===== config.mk =====
export PLATFORM = sky130hd
export DESIGN_NAME = munoc_error_reporter
export DESIGN_NICKNAME = d
export VERILOG_FILES = /design/src/rtl/munoc_error_reporter.sv
export SDC_FILE = /design/constraint.sdc
export NUM_CORES = 1
export LEC_CHECK = 0
export BUFFER_PORTS_ARGS = -buffer_cell sky130_fd_sc_hd__buf_2
export CORE_ASPECT_RATIO = 0.7
export CORE_MARGIN = 4
export CORE_UTILIZATION = 55
export CTS_BUF_LIST = sky130_fd_sc_hd__clkbuf_16
export CTS_CLUSTER_SIZE = 20
export DETAILED_ROUTE_END_ITERATION = 10
export MAX_ROUTING_LAYER = met4
export PLACE_DENSITY_LB_ADDON = 0.2
export SYNTH_ARGS = -nofsm -noshare
export SYNTH_HDL_FRONTEND = slang
export SYNTH_SLANG_ARGS = --single-unit

===== constraint.sdc =====
create_clock -name clk -period 4.2 [get_ports clk]
set_input_delay 0.84 -clock clk [delete_from_list [all_inputs] [get_ports clk]]
set_output_delay 0.84 -clock clk [all_outputs]
set_load 0.005 [all_outputs]

===== src/rtl/munoc_error_reporter.sv =====
// munoc_error_reporter
//   Collects sticky error flags from NUM_SRC upstream protocol monitors and
//   turns each rising edge into a queued report. Reports are presented one
//   at a time, lowest source index first, with a valid/ack handshake and an
//   interrupt line. A saturating event counter and a sticky overflow flag
//   record how many events were seen and whether any were lost.
//
// Ports
//   clk         rising-edge clock
//   rstnn       asynchronous active-low reset
//   enable      gates every non-reset state update
//   src_error   level error flags, one per source
//   src_info    per-source info, source i at [i*INFO_WIDTH +: INFO_WIDTH]
//   err_ack     consumer acknowledge of the presented report
//   clear_stat  clears err_count and overflow
//   err_valid   a report is presented
//   err_src     index of the reported source
//   err_info    info captured with the reported event
//   irq         interrupt, same as err_valid
//   err_count   saturating count of detected events
//   overflow    sticky: an event arrived while its source was still pending
module munoc_error_reporter #(
    parameter int  NUM_SRC    = 4,
    parameter int  INFO_WIDTH = 8,
    parameter int  CNT_WIDTH  = 8,
    localparam int SW         = (NUM_SRC > 1) ? $clog2(NUM_SRC) : 1
) (
    input  logic                          clk,
    input  logic                          rstnn,
    input  logic                          enable,
    input  logic [NUM_SRC-1:0]            src_error,
    input  logic [NUM_SRC*INFO_WIDTH-1:0] src_info,
    input  logic                          err_ack,
    input  logic                          clear_stat,
    output logic                          err_valid,
    output logic [SW-1:0]                 err_src,
    output logic [INFO_WIDTH-1:0]         err_info,
    output logic                          irq,
    output logic [CNT_WIDTH-1:0]          err_count,
    output logic                          overflow
);

    localparam int PCW  = $clog2(NUM_SRC + 1);
    localparam int SUMW = CNT_WIDTH + PCW;

    typedef enum logic [0:0] {
        ST_IDLE   = 1'b0,
        ST_REPORT = 1'b1
    } state_t;

    // Number of set bits in an event vector.
    function automatic logic [PCW-1:0] popcount(input logic [NUM_SRC-1:0] v);
        logic [PCW-1:0] cnt;
        cnt = {PCW{1'b0}};
        for (int i = 0; i < NUM_SRC; i++) begin
            cnt = cnt + {{(PCW-1){1'b0}}, v[i]};
        end
        return cnt;
    endfunction

    // Counter add that sticks at all-ones instead of wrapping.
    function automatic logic [CNT_WIDTH-1:0] sat_add(input logic [CNT_WIDTH-1:0] base,
                                                     input logic [PCW-1:0]       n);
        logic [SUMW-1:0] sum;
        sum = {{PCW{1'b0}}, base} + {{CNT_WIDTH{1'b0}}, n};
        if (sum[SUMW-1:CNT_WIDTH] != {PCW{1'b0}}) begin
            return {CNT_WIDTH{1'b1}};
        end else begin
            return sum[CNT_WIDTH-1:0];
        end
    endfunction

    state_t                  state_q, state_d;
    logic [NUM_SRC-1:0]      src_prev_q, src_prev_d;
    logic [NUM_SRC-1:0]      pending_q, pending_d;
    logic [INFO_WIDTH-1:0]   info_buf_q [NUM_SRC];
    logic [INFO_WIDTH-1:0]   info_buf_d [NUM_SRC];
    logic                    err_valid_q, err_valid_d;
    logic [SW-1:0]           err_src_q, err_src_d;
    logic [INFO_WIDTH-1:0]   err_info_q, err_info_d;
    logic [CNT_WIDTH-1:0]    err_count_q, err_count_d;
    logic                    overflow_q, overflow_d;

    logic [NUM_SRC-1:0]      rise_s;
    logic [NUM_SRC-1:0]      lowest_s;
    logic [NUM_SRC-1:0]      sel_mask_s;
    logic [NUM_SRC-1:0]      lost_s;
    logic [SW-1:0]           lowest_idx_s;
    logic                    found_s;
    logic [CNT_WIDTH-1:0]    cnt_base_s;

    // Priority pick of the lowest pending source (index and one-hot form).
    always_comb begin
        lowest_s     = {NUM_SRC{1'b0}};
        lowest_idx_s = {SW{1'b0}};
        found_s      = 1'b0;
        for (int i = 0; i < NUM_SRC; i++) begin
            if (pending_q[i] && !found_s) begin
                found_s      = 1'b1;
                lowest_s[i]  = 1'b1;
                lowest_idx_s = SW'(i);
            end else begin
                found_s = found_s;
            end
        end
    end

    // Next-state logic: edge detection, pending/info capture, FSM, statistics.
    always_comb begin
        rise_s      = src_error & ~src_prev_q;
        sel_mask_s  = {NUM_SRC{1'b0}};
        lost_s      = {NUM_SRC{1'b0}};
        cnt_base_s  = err_count_q;
        state_d     = state_q;
        src_prev_d  = src_prev_q;
        pending_d   = pending_q;
        info_buf_d  = info_buf_q;
        err_src_d   = err_src_q;
        err_info_d  = err_info_q;
        err_count_d = err_count_q;
        overflow_d  = overflow_q;

        if (enable) begin
            src_prev_d = src_error;

            case (state_q)
                ST_IDLE: begin
                    if (pending_q != {NUM_SRC{1'b0}}) begin
                        sel_mask_s = lowest_s;
                        err_src_d  = lowest_idx_s;
                        err_info_d = info_buf_q[lowest_idx_s];
                        state_d    = ST_REPORT;
                    end else begin
                        state_d = ST_IDLE;
                    end
                end
                ST_REPORT: begin
                    if (err_ack) begin
                        state_d = ST_IDLE;
                    end else begin
                        state_d = ST_REPORT;
                    end
                end
                default: begin
                    state_d = ST_IDLE;
                end
            endcase

            // A source being selected this cycle is no longer pending, so a
            // coincident rise re-arms it with fresh info instead of being lost.
            lost_s = rise_s & pending_q & ~sel_mask_s;
            for (int i = 0; i < NUM_SRC; i++) begin
                if (rise_s[i] && !lost_s[i]) begin
                    info_buf_d[i] = src_info[i*INFO_WIDTH +: INFO_WIDTH];
                end else begin
                    info_buf_d[i] = info_buf_q[i];
                end
            end
            pending_d = (pending_q & ~sel_mask_s) | rise_s;

            // clear_stat restarts the statistics but still counts this cycle's events.
            if (clear_stat) begin
                cnt_base_s = {CNT_WIDTH{1'b0}};
                overflow_d = 1'b0;
            end else begin
                cnt_base_s = err_count_q;
                overflow_d = overflow_q | (lost_s != {NUM_SRC{1'b0}});
            end
            err_count_d = sat_add(cnt_base_s, popcount(rise_s));
        end else begin
            state_d = state_q;
        end

        err_valid_d = (state_d == ST_REPORT);
    end

    // State and output registers.
    always_ff @(posedge clk or negedge rstnn) begin
        if (!rstnn) begin
            state_q     <= ST_IDLE;
            src_prev_q  <= {NUM_SRC{1'b0}};
            pending_q   <= {NUM_SRC{1'b0}};
            info_buf_q  <= '{default: {INFO_WIDTH{1'b0}}};
            err_valid_q <= 1'b0;
            err_src_q   <= {SW{1'b0}};
            err_info_q  <= {INFO_WIDTH{1'b0}};
            err_count_q <= {CNT_WIDTH{1'b0}};
            overflow_q  <= 1'b0;
        end else begin
            state_q     <= state_d;
            src_prev_q  <= src_prev_d;
            pending_q   <= pending_d;
            info_buf_q  <= info_buf_d;
            err_valid_q <= err_valid_d;
            err_src_q   <= err_src_d;
            err_info_q  <= err_info_d;
            err_count_q <= err_count_d;
            overflow_q  <= overflow_d;
        end
    end

    assign err_valid = err_valid_q;
    assign irq       = err_valid_q;
    assign err_src   = err_src_q;
    assign err_info  = err_info_q;
    assign err_count = err_count_q;
    assign overflow  = overflow_q;

endmodule


==> results.ini, run 1 <==
[cts]
cts_resized=0
numClockSinks=60
cts_tree=built
clkSlewWorstSetupHoldPaths_ns=0.05
post_cts_hold_buffer_count=0
tritoncts_buffer_count=9
worst_skew_pair.late_latency_ns=0.32
ctsRootBufferMaster=clkbuf_16
htree_levels=3
cts.path.max_buffers=2
cts_post_setup_buffers_inserted=0

[detailed_routing]
postRouteAntennaNets=0
via_count=2266
drtPass1Iterations=5
wl_um=6868
routed_via_density=5.679
detail_route.wl_per_cell_um=17.21
drt_iter0_markers=254
detail_route.drc_violations=0

[timing]
slew_headroom_pct=51.86
timing.clock.skew_ns=0.006426
final-max-slew-violation-count=0
setup-violations-final=0
max_clock_freq_mhz=310.9
final.setup.tns_ns=0
hold_viol=0
least_margin_pin_slew_ns=0.7221
final.hold.worst_slack_ns=0.4761
post-route-min-period_ns=3.216
final_min_period_over_clock_period_pct=76.58
rsz0062_at_grt=false

[cells_and_area]
multi_input_area_um2=1330
insertedDiodeCount=0
layout_fillers=433
nets=366
fin_cells=399
final-seq-area_um2=1501
area_growth_from_synthesis_to_final_layout_pct=20.47
fin_area_um2=3557
post_route_cells_drive_above_1_share_pct=35.78

[floorplanning]
boundaryPins=62
floorplan.die_area_um2=6624
core_area_um2=5230
rows=22
floorplan.die.height_um=69.31
initial_utilization_pct=56.46
die_w_um=95.58

[worst_setup_path]
worstSetupPathType=input pin to flip-flop
critPathLaunchType=input pin
worstPathRequired_ns=4.46
path_max_fanout=7
setup.worst_path.end_class=flip-flop
cp_data_arrival_time_ns=3.47

[place]
post_dp_cell_area_um2=3272
dpl.cell_count=383
place.port_buffers=61
place_congestion=0.8224
dp.final_hpwl_um=4779

[grt]
grt_pass1_wl_um=11410
grt_antenna_before_repair=0
total_routing_resource_utilization_after_global_routing_pct=23.18
number_of_global_route_vias_before_repair=2168
grt_max_degree=37
gr-total-overflow=0

[pwr]
max-vdd-ir-drop_uv=387.8
post-layout-total-power_uw=2362
static-leakage-power_uw=0.001614
power.density_nw_per_um2=663.9

[run_status]
outcome=completed

[logic_synthesis]
ys_seq_elements=60
ys_async_rst_share_pct=100.0
syn_inst=265
synth_top_cell_area_share_pct=50.85
post-synth-top-area-cell=dfrtp_1
synth.avg_cell_area_um2=11.14
synth.yosys.seq_area_share_pct=50.85
number_of_warning_messages_in_the_yosys_log=0
syn-cell-area_um2=2953
yosys-top-cells-area=dfrtp_1 51%, mux2_2 14%, nand2_1 2.8%
synth_top_flop_cell=dfrtp_1
synth-edff-count=0
synth.net_count=309
synth.distinct_cells=48

[run]
drv_cap=0

[worst_hold_path]
min_delay_path_class=flip-flop to flip-flop

## critical path: stages
cell      delay [ns]
buf_2           0.09
nor2b_1         0.42
xor2_1          0.22
xnor2_1         0.11
fa_1            0.48
fa_1            0.51
nor4bb_1        0.37
nand2_1         0.16
nand2_1         0.12
o22a_1          0.16
## cell type report
| type | instances | area share (%) |
|---|---|---|
| clock inverters | 7 | 1.688 |
| clock buffers | 9 | 6.331 |
| multi-input cells | 180 | 37.39 |
| well taps | 72 | 2.533 |
| inverters | 8 | 0.8442 |
| flip-flops and latches | 60 | 42.21 |
| repair buffers | 63 | 9.005 |
## synthesized netlist by cell type (4+ instances only)
cell / instances
nor2b_1: 6
o21ai_1: 6
a21oi_1: 5
dfrtp_1: 60
nor4_1: 8
mux2_2: 36
a31oi_1: 4
nand3_1: 4
o21ai_0: 7
nor2_1: 12
buf_2: 4
mux2i_1: 4
nor3_1: 9
nand2b_1: 10
o221ai_1: 9
nand2_1: 22
clkbuf_1: 7
inv_1: 7
or3_1: 9
## layer usage
metal / vias to the layer above / part of all wire (%) / global-route usage, %
li1: 1076 / - / -
met1: 1084 / 48 / 35.44
met2: 101 / 44 / 29.89
met3: 5 / 7.6 / 5.857
met4: 0 / 0.89 / 7.413
met5: - / 0 / -
## cells in the final DEF, fill, tap and decap left out, types with 5 or more instances in the layout
cell	instances
inv_1	9
nor2_1	12
o21ai_0	7
mux2_2	36
nand2b_1	10
o221ai_1	9
a21oi_1	5
nor2b_1	6
dfrtp_1	60
clkbuf_16	9
nand2_1	22
nor4_1	8
buf_2	61
o21ai_1	6
or3_1	9
nor3_1	9
## where the power goes
| part | internal, µW | switching, µW |
|---|---|---|
| Combinational | 332 | 285 |
| Clock | 449 | 243 |
| Sequential | 813 | 239 |
| Total | 1590 | 768 |
## through the flow
step / utilization (%) / setup WS, ns
3_3_place_gp: 62.56 / 0.7486
3_5_place_dp: 62.56 / 0.6464
2_1_floorplan: - / 1.049
6_report: 68.01 / 0.9838
4_1_cts: 68.01 / 0.9859
5_1_grt: 68.01 / 0.8012
## registers in the layout (all words and copies together), names as in the netlist
signal / cells
overflow: 1
err_info: 8
src_prev_q: 4
pending_q: 4
err_valid: 1
err_src: 2
err_count: 8
info_buf_q: 32
## worst paths after layout
| path | end | cells past startpoint | slack [ns] | from |
|---|---|---|---|---|
| worst max-delay path | err_count[2] | 10 | 0.98 | src_error[3] |
| worst min-delay path | err_info[2] | 2 | 0.48 | err_info[2] |
| worst max register to register | err_count[2] | 9 | 1.23 | src_prev_q[3] |
| worst min register to register | err_info[2] | 2 | 0.48 | err_info[2] |
| max in group asynchronous | err_count[7] | 2 | 2.84 | rstnn |
| min in group asynchronous | err_count[5] | 1 | 0.50 | rstnn |
## cells by family (layout without fill, tap and decap cells)
family                   count (synthesis)  in the layout  share of synthesized area [%]
AND/OR/NAND/NOR                         89             89                          16.57
flip-flops                              60             60                          50.85
AO/OA/AOI/OAI                           45             45                          10.68
multiplexers                            40             40                          15.08
buffers and inverters                   25             87                          4.110
adder cells (fa/ha/maj)                  4              4                          2.119
XOR/XNOR                                 2              2                         0.5933
Note: power is estimated with default switching activity, not from simulation.
==> run 2: changes to the inputs <==
- CORE_UTILIZATION: 55 -> 49
- clock period: 4.2 -> 2.9 ns (I/O delays scaled with it)
==> run 2 against run 1 <==
Against the previous run: worst hold slack got worse by 0.18 ns; clock-buffer cell count is the same; design area is 2.4% higher; setup slack worse by 0.72 ns; largest cell class unchanged.
==> results.ini, run 2 (same netlist as run 1, synthesis figures left out) <==
[worst_setup_path]
cpLargestDelayFamily=adder cells
worstSetupPathType=flip-flop to flip-flop
cp_data_arrival_time_ns=2.89  ; -0.58 ns
timing.critical_path.cells=nor2b_1 -> xor2_1 -> xnor2_1 -> fa_1 -> fa_1 -> nor4bb_1 -> nand2_1 -> nand2_1 -> o22a_1
ff2ff_path_depth=9  ; unchanged
critPathLaunchType=flip-flop
critical_path.slowest_cell=fa_1
critical_path_depth=9  ; -1
crit_path_start=src_prev_q[1]
cp_num_buf_inv=0  ; -1
setup.reg_to_reg.worst_slack_ns=0.27  ; -0.96 ns
rr_startpoint=src_prev_q[1]
setup.worst_path.end_class=flip-flop
worst_setup_path_endpoint=err_count[2]
cp_slowest_stage_delay_ns=0.48  ; -0.03 ns
worstPathRequired_ns=3.16  ; -1.30 ns
r2r_end=err_count[2]
path_max_fanout=3  ; -4

[worst_hold_path]
min_delay_path_class=input pin to asynchronous set/reset pin

[cts]
cts_resized=0  ; unchanged
clkSlewWorstSetupHoldPaths_ns=0.05  ; about the same
numClockSinks=60  ; unchanged
worst_skew_pair.late_latency_ns=0.32  ; about the same
cts_tree=built
htree_levels=3  ; unchanged
cts_post_setup_buffers_inserted=0  ; unchanged
tritoncts_buffer_count=9  ; unchanged
post_cts_hold_buffer_count=0  ; unchanged
ctsRootBufferMaster=clkbuf_16
cts.path.max_buffers=2  ; unchanged

[grt]
grt_pass1_wl_um=11290  ; -1.1%
grt_antenna_before_repair=0  ; unchanged
grt_max_degree=29  ; -22%
total_routing_resource_utilization_after_global_routing_pct=21.31  ; -1.9 points
number_of_global_route_vias_before_repair=2192  ; +1.1%
gr-total-overflow=0  ; unchanged

[timing]
post-route-min-period_ns=2.635
least_margin_pin_slew_ns=0.7263  ; +0.004222 ns
rsz0062_at_grt=false
final_min_period_over_clock_period_pct=90.85
final-max-slew-violation-count=0  ; unchanged
final.setup.tns_ns=0  ; unchanged
hold_viol=0  ; unchanged
slew_headroom_pct=51.58  ; -0.28 points
timing.clock.skew_ns=0.004625  ; -0.001801 ns
max_clock_freq_mhz=379.6
postLayoutSetupSlackWorst_ns=0.2654  ; -0.7184 ns
setup-violations-final=0  ; unchanged
final.hold.worst_slack_ns=0.2971  ; -0.1790 ns

[cells_and_area]
registers.top_by_ff_count=info_buf_q
insertedDiodeCount=0  ; unchanged
commonest_cells_after_routing_fill_and_taps_aside=61 x buf_2, 60 x dfrtp_1, 36 x mux2_2
area_growth_from_synthesis_to_final_layout_pct=23.39
final-seq-area_um2=1501  ; unchanged
mostFrequentLayoutCell=buf_2
post_route_cells_drive_above_1_share_pct=37.91  ; +2.1 points
largest_reg_flops=32  ; unchanged
multi_input_area_um2=1330  ; unchanged
layout_fillers=512  ; +18%
nets=374  ; +2.2%

[floorplanning]
initial_utilization_pct=51.05  ; -5.4 points
boundaryPins=62  ; unchanged
core_area_um2=5784  ; +11%
rows=23  ; +4.5%
floorplan.die_area_um2=7352  ; +11%
die_w_um=100.8  ; +5.5%
floorplan.die.height_um=72.95  ; +5.3%

[detailed_routing]
wl_um=7015  ; +2.1%
postRouteAntennaNets=0  ; unchanged
routed_via_density=5.546  ; -2.3%
detail_route.wl_per_cell_um=17.11  ; -0.60%
drtPass1Iterations=4  ; -1
via_count=2274  ; +0.35%
drt_iter0_markers=143  ; -44%
detail_route.drc_violations=0  ; unchanged

[run_status]
outcome=completed

[pwr]
static-leakage-power_uw=0.001672  ; +3.6%
power.density_nw_per_um2=968.0  ; +46%
post-layout-total-power_uw=3527  ; +49%
max-vdd-ir-drop_uv=439.0  ; +13%

[place]
place.port_buffers=61  ; unchanged
dp.final_hpwl_um=4898  ; +2.5%
place_congestion=0.8517  ; +3.6%
dp_worst_setup_slack_ns=-0.03711  ; -0.6835 ns

[run]
drv_cap=0  ; unchanged

[run 2: area by class of cell]
class                   instances  area share [%]
clock buffers                   9           6.181
multi-input cells             180           36.50
repair buffers                 71           10.44
well taps                      75           2.576
flip-flops and latches         60           41.21
clock inverters                 7           2.266
inverters                       8          0.8242
[run 2: worst min-delay path by stage]
stage / end / slack [ns] / cells past startpoint
2_1_floorplan: err_count[0] / 0.28 / 0
3_3_place_gp: err_info[1] / 0.48 / 2
3_5_place_dp: err_info[2] / 0.48 / 2
4_1_cts: err_count[7] / 0.31 / 1
5_1_grt: err_count[6] / 0.34 / 1
6_report: err_count[6] / 0.30 / 1
[run 2: routing by layer]
metal	share of wire (%)	vias to the layer above	GRT usage (%)
met5	0	-	-
met4	0.90	0	5.979
met3	7.3	7	6.972
met2	43	77	28.45
met1	48	1101	30.84
li1	-	1089	-
[run 2: where the power goes]
part | internal, µW | switching [µW]
sequential | 1180 | 350
clock | 740 | 364
combinational | 492 | 403
[run 2: metrics by stage]
step	instances	utilization (%)	cell area, µm²
floorplan	265	-	2953
global placement	394	57.67	3336
detailed placement	394	57.67	3336
CTS	410	62.99	3643
global route	410	62.99	3643
finish	410	62.99	3643
==> run 3: changes to the inputs <==
==> constraint.sdc (replaced) <==
create_clock -name clk -period 2.9 [get_ports clk]
set_input_delay 0 -clock clk [delete_from_list [all_inputs] [get_ports clk]]
set_output_delay 0 -clock clk [all_outputs]
set_load 0.005 [all_outputs]
==> run 3 against run 2 <==
Against the previous run: first-iteration DRC count is 7.0% lower; clock power is essentially flat; wire length rose by 8.2%; sequential power about the same; sequential share of layout area is 3.8 points lower; highest routed layer unchanged.
==> results.ini, run 3 (same netlist as run 1, synthesis figures left out) <==
[place]
dp.final_hpwl_um=4909  ; +0.22%
place.port_buffers=61  ; unchanged
place_congestion=0.8403  ; -1.3%

[timing]
slew_headroom_pct=48.83  ; -2.7 points
final-max-slew-violation-count=0  ; unchanged
max_clock_freq_mhz=368.9  ; -2.8%
rsz0062_at_grt=false
least_margin_pin_slew_ns=0.7675  ; +0.04119 ns
timing.clock.skew_ns=0.005937  ; +0.001312 ns
final.setup.tns_ns=0  ; unchanged
final_min_period_over_clock_period_pct=93.48  ; +2.6 points
setup-violations-final=0  ; unchanged
post-route-min-period_ns=2.711  ; +0.07625 ns
hold_viol=0  ; unchanged

[cells_and_area]
insertedDiodeCount=0  ; unchanged
largest_reg_flops=32  ; unchanged
area_growth_from_synthesis_to_final_layout_pct=36.02
commonest_cells_after_routing_fill_and_taps_aside=61 x buf_2, 60 x dfrtp_1, 39 x dlygate4sd3_1
utilization_pct=69.44  ; +6.4 points
mostFrequentLayoutCell=buf_2
post_route_cells_drive_above_1_share_pct=33.78  ; -4.1 points
nets=409  ; +9.4%
registers.top_by_ff_count=info_buf_q

[worst_setup_path]
setup.worst_path.end_class=flip-flop
cpLargestDelayFamily=simple AND/OR/NAND/NOR gates
timing.critical_path.cells=nor2b_2 -> xor2_1 -> xnor2_1 -> fa_1 -> fa_1 -> nor4bb_1 -> nand2_1 -> nand2_1 -> o22a_1
path_max_fanout=4  ; +1
cp_slowest_stage_delay_ns=0.47  ; about the same
critPathLaunchType=flip-flop
critical_path.slowest_cell=fa_1
worstSetupPathType=flip-flop to flip-flop
cp_num_buf_inv=0  ; unchanged
worstPathRequired_ns=3.17  ; about the same
cp_data_arrival_time_ns=2.98  ; +0.09 ns

[floorplanning]
core_area_um2=5784  ; unchanged
floorplan.die_area_um2=7352  ; unchanged
boundaryPins=62  ; unchanged
initial_utilization_pct=51.05  ; unchanged
die_w_um=100.8  ; unchanged
rows=23  ; unchanged
floorplan.die.height_um=72.95  ; unchanged

[cts]
worst_skew_pair.late_latency_ns=0.33  ; about the same
htree_levels=3  ; unchanged
cts_tree=built
tritoncts_buffer_count=9  ; unchanged
cts_post_setup_buffers_inserted=0  ; unchanged
numClockSinks=60  ; unchanged
ctsRootBufferMaster=clkbuf_16
clkSlewWorstSetupHoldPaths_ns=0.05  ; about the same
cts.path.max_buffers=2  ; unchanged

[worst_hold_path]
min_delay_path_class=input pin to asynchronous set/reset pin

[detailed_routing]
detail_route.drc_violations=0  ; unchanged
drt_iter0_markers=133  ; -7.0%
postRouteAntennaNets=0  ; unchanged
detail_route.wl_per_cell_um=17.06  ; -0.27%
routed_via_density=5.440  ; -1.9%
via_count=2421  ; +6.5%
wl_um=7593  ; +8.2%
drtPass1Iterations=4  ; unchanged

[pwr]
power.density_nw_per_um2=895.8  ; -7.5%
static-leakage-power_uw=0.001811  ; +8.3%
post-layout-total-power_uw=3598  ; +2.0%
max-vdd-ir-drop_uv=488.8  ; +11%

[grt]
number_of_global_route_vias_before_repair=2366  ; +7.9%
grt_pass1_wl_um=12150  ; +7.6%
grt_met2_usage_pct=34.65  ; +6.2 points
grt_use_met1_pct=30.20  ; -0.63 points
top_usage_layer=met2
grt_antenna_before_repair=0  ; unchanged
met3_usage_pct=6.304  ; -0.67 points
grt_max_degree=42  ; +45%
total_routing_resource_utilization_after_global_routing_pct=22.84  ; +1.5 points
gr-total-overflow=0  ; unchanged

[run_status]
outcome=completed

[run]
drv_cap=0  ; unchanged

run 3: changes by cell type in the layout (fill, tap and decap cells not counted):
cell | before | now
nor2b_1 | 6 | 5
dlygate4sd3_1 | 0 | 39
buf_4 | 10 | 6
clkinv_1 | 2 | 1
nor2b_2 | 0 | 1
clkinv_2 | 3 | 1
clkinv_4 | 0 | 1
clkinvlp_4 | 0 | 2
run 3: repair_timing:
action                                  4_1_cts  5_1_grt
resized for setup                             0        1
hold buffers                                 39        0
endpoints found under the setup margin        0        5
endpoints found under the hold margin        57        0
run 3: layout make-up:
type / count / area, µm²
fillers: 448 / 1768
flip-flops and latches: 60 / 1501
multi-input cells: 180 / 1333
repair buffers: 106 / 740.7
clock buffers: 9 / 225.2
well taps: 75 / 93.84
clock inverters: 7 / 92.59
inverters: 8 / 30.03
run 3: report_power, final:
group	switching, µW	total [µW]	internal, µW
logic	424	948	523
clock network	375	1120	747
registers	351	1530	1180
total	1150	3600	2450
run 3: path summary, 6_finish.rpt:
| path | slack (ns) | end | startpoint | depth (start not counted) |
|---|---|---|---|---|
| setup / recovery | 0.19 | err_count[2] | src_prev_q[1] | 9 |
| hold / removal | 0.14 | info_buf_q[1] | rstnn | 2 |
| setup reg to reg | 0.19 | err_count[2] | src_prev_q[1] | 9 |
| hold reg to reg | 0.49 | err_info[7] | err_info[7] | 2 |
| max in group asynchronous | 1.88 | err_info[7] | rstnn | 3 |
| min in group clk | 0.14 | pending_q[3] | enable | 3 |
run 3: routing by layer:
layer  share of wire, %  vias up
met2                 46       76
met3                7.4        6
met5                  0        -
li1                   -     1157
met4               0.78        0
met1                 45     1182
run 3: through the flow:
step | setup slack, ns | instance area, µm² | cells | hold WS, ns
2_1_floorplan | 0.2472 | 2953 | 265 | -0.2956
3_3_place_gp | 0.2465 | 3306 | 390 | -0.02589
3_5_place_dp | 0.1624 | 3306 | 390 | -0.03388
4_1_cts | 0.1291 | 4014 | 445 | 0.1430
5_1_grt | 0.03188 | 4016 | 445 | 0.1840
6_report | 0.1892 | 4016 | 445 | 0.1415
run 3: worst reg2reg max path, delay by kind of cell, from the launching register on:
family | cells | cell delay, ns
flops | 1 | 0.40
xor+xnor | 2 | 0.31
fa+ha+maj | 2 | 0.89
compound gates | 1 | 0.15
simple gates | 4 | 0.90
